<file path="config.mk">
export PLATFORM = sky130hd
export DESIGN_NAME = uvme_cvmcu_chip_io_evt_capture
export DESIGN_NICKNAME = d
export VERILOG_FILES = /design/src/rtl/uvme_cvmcu_chip_io_evt_pkg.sv /design/src/rtl/uvme_cvmcu_chip_io_evt_fifo.sv /design/src/rtl/uvme_cvmcu_chip_io_evt_capture.sv
export SDC_FILE = /design/constraint.sdc
export NUM_CORES = 1
export LEC_CHECK = 0
export BUFFER_PORTS_ARGS = -buffer_cell sky130_fd_sc_hd__buf_2
export CAP_MARGIN = 10
export CORE_MARGIN = 5
export CORE_UTILIZATION = 45
export CTS_CLUSTER_DIAMETER = 120
export DETAILED_ROUTE_END_ITERATION = 6
export GPL_ROUTABILITY_DRIVEN = 0
export GPL_TIMING_DRIVEN = 1
export PLACE_DENSITY = 0.7
export SLEW_MARGIN = 5
export SYNTH_ARGS = -nofsm -noshare
export SYNTH_HDL_FRONTEND = slang
export SYNTH_SLANG_ARGS = --single-unit
</file>
<file path="constraint.sdc">
create_clock -name ref_clk_i -period 31.4 [get_ports ref_clk_i]
set_clock_uncertainty 0.15 [all_clocks]
set_input_delay 1.57 -clock ref_clk_i [delete_from_list [all_inputs] [get_ports ref_clk_i]]
set_output_delay 1.57 -clock ref_clk_i [all_outputs]
set_load 0.1 [all_outputs]
</file>
<file path="src/rtl/uvme_cvmcu_chip_io_evt_pkg.sv">
// Shared defaults, the event record layout and the saturating drop-count helper.
package uvme_cvmcu_chip_io_evt_pkg;

    localparam int NUM_IO_DEF = 48;
    localparam int TS_W_DEF   = 32;
    localparam int DROP_W     = 16;

    typedef struct packed {
        logic [NUM_IO_DEF-1:0] out;
        logic [NUM_IO_DEF-1:0] oe;
        logic [TS_W_DEF-1:0]   ts;
        logic                  ovf;
    } evt_t;

    function automatic logic [DROP_W-1:0] sat_inc(input logic [DROP_W-1:0] v);
        return (v == {DROP_W{1'b1}}) ? v : v + DROP_W'(1);
    endfunction

endpackage

</file>
<file path="src/rtl/uvme_cvmcu_chip_io_evt_fifo.sv">
// Event FIFO: valid/ready on both sides, synchronous flush, occupancy level.
// Latency 1 from push to out_vld_o; in_rdy_o stays high when full if a pop happens in the same cycle.
// Backpressure: entries are held while out_rdy_i is low; flush wins over push/pop.
module uvme_cvmcu_chip_io_evt_fifo #(
    parameter int W     = 8,
    parameter int DEPTH = 8,
    localparam int AW   = $clog2(DEPTH),
    localparam int LW   = AW + 1
) (
    input  logic          core_clk,
    input  logic          arst_n,
    input  logic          flush_i,
    input  logic          in_vld_i,
    output logic          in_rdy_o,
    input  logic [W-1:0]  in_dat_i,
    output logic          out_vld_o,
    input  logic          out_rdy_i,
    output logic [W-1:0]  out_dat_o,
    output logic [LW-1:0] level_o
);

    logic [AW-1:0] wr_ptr_q, wr_ptr_d;
    logic [AW-1:0] rd_ptr_q, rd_ptr_d;
    logic [LW-1:0] level_q, level_d;
    logic [W-1:0]  mem_q [DEPTH];
    logic          push, pop, full;

    assign full      = (level_q == LW'(DEPTH));
    assign out_vld_o = (level_q != '0);
    assign pop       = out_vld_o && out_rdy_i;
    assign in_rdy_o  = !full || out_rdy_i;
    assign push      = in_vld_i && in_rdy_o;
    assign out_dat_o = out_vld_o ? mem_q[rd_ptr_q] : '0;
    assign level_o   = level_q;

    always_comb begin
        wr_ptr_d = wr_ptr_q;
        rd_ptr_d = rd_ptr_q;
        level_d  = level_q;
        if (flush_i) begin
            wr_ptr_d = '0;
            rd_ptr_d = '0;
            level_d  = '0;
        end else begin
            if (push) wr_ptr_d = wr_ptr_q + AW'(1);
            if (pop)  rd_ptr_d = rd_ptr_q + AW'(1);
            case ({push, pop})
                2'b10:   level_d = level_q + LW'(1);
                2'b01:   level_d = level_q - LW'(1);
                default: level_d = level_q;
            endcase
        end
    end

    always_ff @(posedge core_clk or negedge arst_n) begin
        if (!arst_n) begin
            wr_ptr_q <= '0;
            rd_ptr_q <= '0;
            level_q  <= '0;
        end else begin
            wr_ptr_q <= wr_ptr_d;
            rd_ptr_q <= rd_ptr_d;
            level_q  <= level_d;
        end
    end

    // Storage needs no reset: out_dat_o is masked whenever the FIFO is empty.
    always_ff @(posedge core_clk) begin
        if (push && !flush_i) mem_q[wr_ptr_q] <= in_dat_i;
    end

endmodule

</file>
<file path="src/rtl/uvme_cvmcu_chip_io_evt_capture.sv">
// Timestamps changes of the chip's driven IO pattern and queues them as events.
// Latency 1 from the change cycle to evt_valid_o when the queue is empty.
// Backpressure: events wait in the FIFO; a change arriving while full without a pop is dropped and counted.
module uvme_cvmcu_chip_io_evt_capture
    import uvme_cvmcu_chip_io_evt_pkg::*;
#(
    parameter int NUM_IO = NUM_IO_DEF,
    parameter int DEPTH  = 8,
    parameter int TS_W   = TS_W_DEF
) (
    input  logic                     ref_clk_i,
    input  logic                     rstn_i,
    input  logic                     en_i,
    input  logic                     clr_i,
    input  logic [NUM_IO-1:0]        io_out_i,
    input  logic [NUM_IO-1:0]        io_oe_i,
    output logic                     evt_valid_o,
    input  logic                     evt_ready_i,
    output logic [NUM_IO-1:0]        evt_out_o,
    output logic [NUM_IO-1:0]        evt_oe_o,
    output logic [TS_W-1:0]          evt_ts_o,
    output logic                     evt_ovf_o,
    output logic [DROP_W-1:0]        drop_cnt_o,
    output logic [$clog2(DEPTH):0]   level_o
);

    typedef struct packed {
        logic [NUM_IO-1:0] out;
        logic [NUM_IO-1:0] oe;
        logic [TS_W-1:0]   ts;
        logic              ovf;
    } rec_t;

    logic [TS_W-1:0]     ts_q, ts_d;
    logic [2*NUM_IO-1:0] p_q, p_d;
    logic [2*NUM_IO-1:0] samp;
    logic                en_q, en_d;
    logic                pend_q, pend_d;
    logic [DROP_W-1:0]   drop_q, drop_d;
    logic                push_vld, push_rdy;
    rec_t                push_rec, pop_rec;

    assign samp = {io_out_i & io_oe_i, io_oe_i};

    always_comb begin
        ts_d     = clr_i ? '0 : ts_q + TS_W'(1);
        en_d     = en_i;
        p_d      = p_q;
        pend_d   = pend_q;
        drop_d   = drop_q;
        push_vld = 1'b0;
        if (clr_i) begin
            p_d    = samp;
            pend_d = 1'b0;
            drop_d = '0;
        end else if (en_i) begin
            // The first enabled cycle only captures a baseline; changes count from the next one.
            p_d      = samp;
            push_vld = en_q && (samp != p_q);
            if (push_vld && push_rdy) begin
                pend_d = 1'b0;
            end else if (push_vld) begin
                pend_d = 1'b1;
                drop_d = sat_inc(drop_q);
            end
        end
    end

    always_ff @(posedge ref_clk_i or negedge rstn_i) begin
        if (!rstn_i) begin
            ts_q   <= '0;
            p_q    <= '0;
            en_q   <= 1'b0;
            pend_q <= 1'b0;
            drop_q <= '0;
        end else begin
            ts_q   <= ts_d;
            p_q    <= p_d;
            en_q   <= en_d;
            pend_q <= pend_d;
            drop_q <= drop_d;
        end
    end

    always_comb begin
        push_rec.out = samp[2*NUM_IO-1:NUM_IO];
        push_rec.oe  = samp[NUM_IO-1:0];
        push_rec.ts  = ts_q;
        push_rec.ovf = pend_q;
    end

    uvme_cvmcu_chip_io_evt_fifo #(
        .W     ($bits(rec_t)),
        .DEPTH (DEPTH)
    ) u_fifo (
        .core_clk  (ref_clk_i),
        .arst_n    (rstn_i),
        .flush_i   (clr_i),
        .in_vld_i  (push_vld),
        .in_rdy_o  (push_rdy),
        .in_dat_i  (push_rec),
        .out_vld_o (evt_valid_o),
        .out_rdy_i (evt_ready_i),
        .out_dat_o (pop_rec),
        .level_o   (level_o)
    );

    assign evt_out_o  = pop_rec.out;
    assign evt_oe_o   = pop_rec.oe;
    assign evt_ts_o   = pop_rec.ts;
    assign evt_ovf_o  = pop_rec.ovf;
    assign drop_cnt_o = drop_q;

endmodule

</file>
Yosys cells after proc, flatten, opt, wreduce, memory -nomap -nowiden
Memory sizes are Yosys's and may differ from the RTL's.
Cells that the tools add are included.
{ "word_totals": {"regBits": 156, "latchBits": 0, "ram_bits": 1032, "rom_bits": 0, "in_bits": 101, "out_inout_bits": 150, "wordCells": 63, "n_memories": 1} }
{ "classes": {"n_addsub": 6, "mul": 0, "div": 0, "order_cmp": 0, "eq_ne": 7, "n_shift": 0, "muxes": 23, "n_bitwise": 1, "n_reduce_logical": 17} }
{ "memory_table": {"columns": ["name", "depth", "width", "read_ports", "rd_clocked_by_memory_dff", "wr", "line_no", "text"], "rows": [
  ["u_fifo.mem_q", 8, 129, 1, 0, 1, "uvme_cvmcu_chip_io_evt_fifo.sv:25", "logic [W-1:0] mem_q [DEPTH];"]
]} }
{ "op_table": {"columns": ["cell", "count"], "rows": [
  ["$mux 96", 2],
  ["$mux 129", 1],
  ["$ne 96x96->1", 1],
  ["$mux 16", 5],
  ["$and 48x48->48", 1],
  ["$add 32x1->32 const B", 1],
  ["$mux 32", 1],
  ["$add 16x1->16 const B", 1],
  ["$eq 16x16->1 const B", 1],
  ["$mux 3", 4],
  ["$mux 1", 8],
  ["$pmux 4 s2", 1],
  ["$reduce_bool 2->1", 4],
  ["$add 3x1->3 const B", 2],
  ["$reduce_bool 3->1", 2],
  ["$logic_and 1x1->1", 5],
  ["$add 4x1->4 const B", 1],
  ["$eq 4x4->1 const B", 1],
  ["$mux 4", 1],
  ["$ne 2x2->1 const B", 2],
  ["$reduce_and 4->1", 1],
  ["$reduce_bool 4->1", 1],
  ["$sub 4x1->4 const B", 1],
  ["$eq 2x1->1 const B", 1],
  ["other kinds (4)", 5]
]} }

Longest topological paths before layout
{ "logic_depth": {"word_depth": 9, "depth_mapped": 13, "mapped_depth_nobuf": 12} }

Cells and area by module
From an unflattened synthesis, not the netlist that was laid out.
{ "hier_totals": {"hier_cells": 2441, "area_unflattened_um2": 47351.7} }
{ "modules_own_cells": {"columns": ["module", "n_inst", "cells_each", "area_each_um2", "seq_area_each_um2"], "rows": [
  ["uvme_cvmcu_chip_io_evt_fifo", 1, 1715, 39993.4, 31240.0],
  ["uvme_cvmcu_chip_io_evt_capture", 1, 726, 7358.3, 3653.5]
]} }

Worst setup path before layout
Ideal clock, no wire load.
{ "synth_path": {"kind": "input port to flip-flop", "startpoint": "input io_out_i[38]", "endpoint": "memory u_fifo.mem_q[2][0] (netlist bit), enable pin", "setup_ns": 0.802, "arrival_ns": 12.286, "required_ns": 30.448, "slack_ns": 18.162, "cell_stages": 9, "path_buffers": 1, "path_cell_list": "and3_1 -> o211ai_1 -> or4_1 -> or4_1 -> o31a_1 -> buf_6 -> nand2_1 -> or3_1 -> nor3b_1"} }
{ "synth_via": {"elab_chain_len": 9} }
{ "synth_rtl": {"columns": ["element", "line_no", "text"], "rows": [
  ["start, declared", "uvme_cvmcu_chip_io_evt_capture.sv:15", "input logic [NUM_IO-1:0] io_out_i,"],
  ["$and 48x48->48", "uvme_cvmcu_chip_io_evt_capture.sv:43", "assign samp = {io_out_i & io_oe_i, io_oe_i};"],
  ["$ne 96x96->1", "uvme_cvmcu_chip_io_evt_capture.sv:59", "push_vld = en_q && (samp != p_q);"],
  ["$logic_and 1x1->1", "uvme_cvmcu_chip_io_evt_capture.sv:59", null],
  ["$mux 1", "uvme_cvmcu_chip_io_evt_capture.sv:56", "end else if (en_i) begin"],
  ["$mux 1", "uvme_cvmcu_chip_io_evt_capture.sv:52", "if (clr_i) begin"],
  ["$logic_and 1x1->1", "uvme_cvmcu_chip_io_evt_fifo.sv:32", "assign push = in_vld_i && in_rdy_o;"],
  ["$logic_and 1x1->1", "uvme_cvmcu_chip_io_evt_fifo.sv:69", "if (push && !flush_i) mem_q[wr_ptr_q] <= in_dat_i;"],
  ["$mux 1", "uvme_cvmcu_chip_io_evt_fifo.sv:69", null],
  ["$mux 1 (not written as such)", "uvme_cvmcu_chip_io_evt_fifo.sv:69", null],
  ["end, declared", "uvme_cvmcu_chip_io_evt_fifo.sv:25", null]
]} }
No other way between the ends.

Worst setup path in the final report
{ "layout_path": {"startpoint": "register u_fifo.rd_ptr_q[0]", "endpoint": "output evt_oe_o[46]"} }
{ "layout_via": {"elab_chain_len": 2} }
{ "layout_rtl": {"columns": ["element", "line_no", "text"], "rows": [
  ["start, declared", "uvme_cvmcu_chip_io_evt_fifo.sv:23", "logic [AW-1:0] rd_ptr_q, rd_ptr_d;"],
  ["start signal, assigned", "uvme_cvmcu_chip_io_evt_fifo.sv:62", "rd_ptr_q <= rd_ptr_d;"],
  ["$mem_v2 8x129", null, null],
  ["$mux 129", "uvme_cvmcu_chip_io_evt_fifo.sv:33", "assign out_dat_o = out_vld_o ? mem_q[rd_ptr_q] : '0;"],
  ["end, declared", "uvme_cvmcu_chip_io_evt_capture.sv:20", "output logic [NUM_IO-1:0] evt_oe_o,"]
]} }
No other way between the ends.

==> results by group <==
Clock tree
  • H-tree Lvls: 3
  • Clock transition at the registers of the reported paths: 60 ps
  • Worst skew pair latency: 680 ps
  • Hold buffers post-CTS: 0
  • CTS buffer count: 111
  • Clock Tree Root: clkbuf_16
  • CTS resizes: 0
  • Total clock sinks: 1188
  • Post-CTS Setup Repair Bufs: 0
  • Clk buf depth: 3
  • CTS tree: yes

Synth
  • Multiplexer area fraction after synthesis: 0.171
  • Share of the synthesized area in the top cell type: 0.659
  • Simple-gate share of the synthesized area: 0.0424
  • Sequential element share of the synthesized area: 0.742
  • Top FF cell, synth: edfxtp_1
  • Largest family of logic cells by synthesized area: multiplexers
  • Syn Inst Count: 2418
  • Post-synth EDFFs: 1032
  • Syn Nets: 2526
  • Dominant cells by area after synthesis: edfxtp_1 (66%), mux4_2 (12%), dfrtp_1 (8.3%)
  • Area leader, netlist: edfxtp_1
  • Synth warn: 0
  • Unique masters post-synth: 50
  • Adder-Cell Fraction of Synth Area: 0.00202
  • Async S/R FF share, synth: 0.131
  • Post-Synth XOR/XNOR Area: 0.0153
  • Mapped Area: 47100 µm²
  • Syn_area_per_cell: 19.5 µm²
  • Compound-Gate Fraction of Synth Area: 0.0167
  • FF+latch count, synth: 1188

Power and ir drop
  • Power per cell area: 90.5 nW/µm²
  • Pleak: 17.9 nW
  • Max VDD drop: 0.0000933 V

Hold path
  • Worst Hold Class: flop to flop
  • Endpoint, Worst Hold: p_q[85]
  • Worst Hold Depth: 2
  • Hold Startpoint: p_q[85]

Final layout
  • Final core occ: 0.519
  • Register area: 34900 µm²
  • Fillers: 8122
  • Nets: 2805
  • Area of the multi-input gates: 11700 µm²
  • Synth-to-Final Area Change: 14.3%
  • Share of post-route cells with drive strength above 1: 0.291

Global route
  • First-pass GRT wire length: 167000 µm
  • Vias in the first global route: 25.1k
  • Largest net degree at the start of global routing: 130
  • Antenna violations before repair: 22
  • Grt ovf: 0
  • Tot GR Track Use: 0.201

Die
  • I/O Pins: 251
  • Num rows: 118
  • Initial Utilization: 0.454
  • Core region area: 104000 µm²
  • Chip Width: 333 µm
  • Vert. Die Dim: 333 µm
  • Die area: 111000 µm²

Critical path
  • WP data arrival: 4920 ps
  • CP Launch Type: flop
  • Max FO, Critical Path: 43
  • RR Startpoint: p_q[55]
  • Worst-case reg-to-reg path depth: 9
  • Reg2reg setup slack: 26190 ps
  • WS Path Type: flop to output port
  • CP endpoint kind: output port
  • Worst Path Required: 29680 ps
  • FF-to-FF End: u_fifo.mem_q[3][107]

Routing
  • Final wirelength: 114000 µm
  • DRC: 0
  • DRT antenna net count: 0
  • Mean routed wirelength per cell: 27.1 µm
  • Drt pass-1 iters: 6
  • Via-to-Cell Ratio: 5.80
  • Vias: 24.3k
  • DRT iter0 DRCs: 2483

Timing
  • Worst slew pin tran: 1110 ps
  • Unrepaired setup endpoints after global routing: no
  • Final slew viol count: 0
  • Final TNS setup: 0 ps
  • Fin crit share: 0.211
  • Final Hold Vio Count: 0
  • Peak Freq: 0.151 GHz
  • Headroom to the max-slew limit: 0.259
  • Final setup viols: 0
  • Min cycle time layout: 6640 ps

Flow run
  • Max-cap viol count: 0

Outcome
  • Outcome: complete, no violations

Placed design
  • Final HPWL DP: 65900 µm
  • IO buf count: 250
==> cells by family after synthesis <==
family                     count (synthesis)
AOI/OAI and AO/OA                        133
xor gates and xnor gates                  82
adders and majority gates                  7
buffers and inverters                    131
DFF                                     1188
muxes                                    472
and+or+nand+nor                          405
==> metrics by stage <==
step	power, W	worst slack, ps	instances	cell area (µm²)	hold slack [ps]
2_1_floorplan	0.00318	18160	2418	47100	309
3_3_place_gp	0.00353	24890	3964	50000	332
3_5_place_dp	0.00354	24790	3964	50000	349
4_1_cts	0.00492	24530	4175	53800	363
5_1_grt	0.00504	24200	4175	53800	387
6_report	0.00487	24760	4185	53800	360
==> worst max-delay path by stage <==
stage / slack (ps) / to / startpoint / cells past startpoint
after floorplan: 18160 / u_fifo.mem_q[2][0] / io_out_i[38] / 9
after global placement: 24890 / u_fifo.mem_q[3][94] / io_oe_i[22] / 10
after detailed placement: 24790 / u_fifo.mem_q[3][94] / io_oe_i[22] / 10
after CTS: 24530 / evt_oe_o[46] / u_fifo.rd_ptr_q[0] / 6
after global routing: 24200 / evt_oe_o[46] / u_fifo.rd_ptr_q[0] / 6
final: 24760 / evt_oe_o[46] / u_fifo.rd_ptr_q[0] / 6
==> state kept, by name, summed over array words and instances, names as in the netlist <==
| name | count |
|---|---|
| u_fifo.mem_q | 1032 |
| en_q | 1 |
| pend_q | 1 |
| u_fifo.wr_ptr_q | 3 |
| ts_q | 32 |
| p_q | 96 |
| u_fifo.level_o | 4 |
| u_fifo.rd_ptr_q | 3 |
| drop_cnt_o | 16 |
==> layout by cell type, fill, tap and decap left out, types with 37 or more instances in the layout <==
cell type and count:
nand2_1 54, clkbuf_16 112, mux2i_1 131, dfrtp_1 153, edfxtp_1 1032, and3_1 41
and2_1 37, mux2_2 83, mux4_2 258, buf_2 249, nor2_1 168, a21oi_1 62
xor2_1 50
==> routing by layer <==
metal,up-vias,GRT usage,part of all wire
met5,-,0,0.0012
met4,20,0.0507,0.023
met3,191,0.0458,0.075
met2,906,0.333,0.50
met1,12858,0.274,0.41
li1,10295,-,-
==> cells in the mapped netlist, drive strengths merged, types with 3 or more instances <==
cell type,count
and3,43
nor2,171
mux2i,131
mux2,83
nor4,8
nor3b,5
buf,44
inv,20
nand3b,3
dfrtp,156
edfxtp,1032
o31ai,6
clkbuf,67
nand2,54
nor3,9
and3b,4
nand3,19
mux4,258
ha,6
o21ai,32
and2,37
a21oi,62
nand4,15
a2111oi,5
o22ai,17
and4,5
xor2,50
xnor2,32
or3,18
or4,10
==> worst max-delay path: stages, from the launching register on <==
cell and delay, ps:
dfrtp_4 830, buf_4 820, buf_4 840, mux4_2 600
mux2i_1 610, nor2_1 130, buf_2 330
==> where the power goes <==
part | total [W] | switching, W | internal (W)
clock network | 0.00139 | 0.000576 | 0.000811
logic | 0.00171 | 0.00135 | 0.000361
registers | 0.00177 | 0.0000318 | 0.00174
==> final cells by class <==
cell class                      count  area share
Sequential cell                  1188       0.649
Multi-Input combinational cell   1099       0.218
Clock buffer                      139      0.0549
Tap cell                         1380      0.0321
Timing Repair Buffer              277      0.0288
Clock inverter                     72      0.0161
Inverter                           20     0.00140
Antenna cell                       10    0.000465
Power figures use the tool's default switching activity.
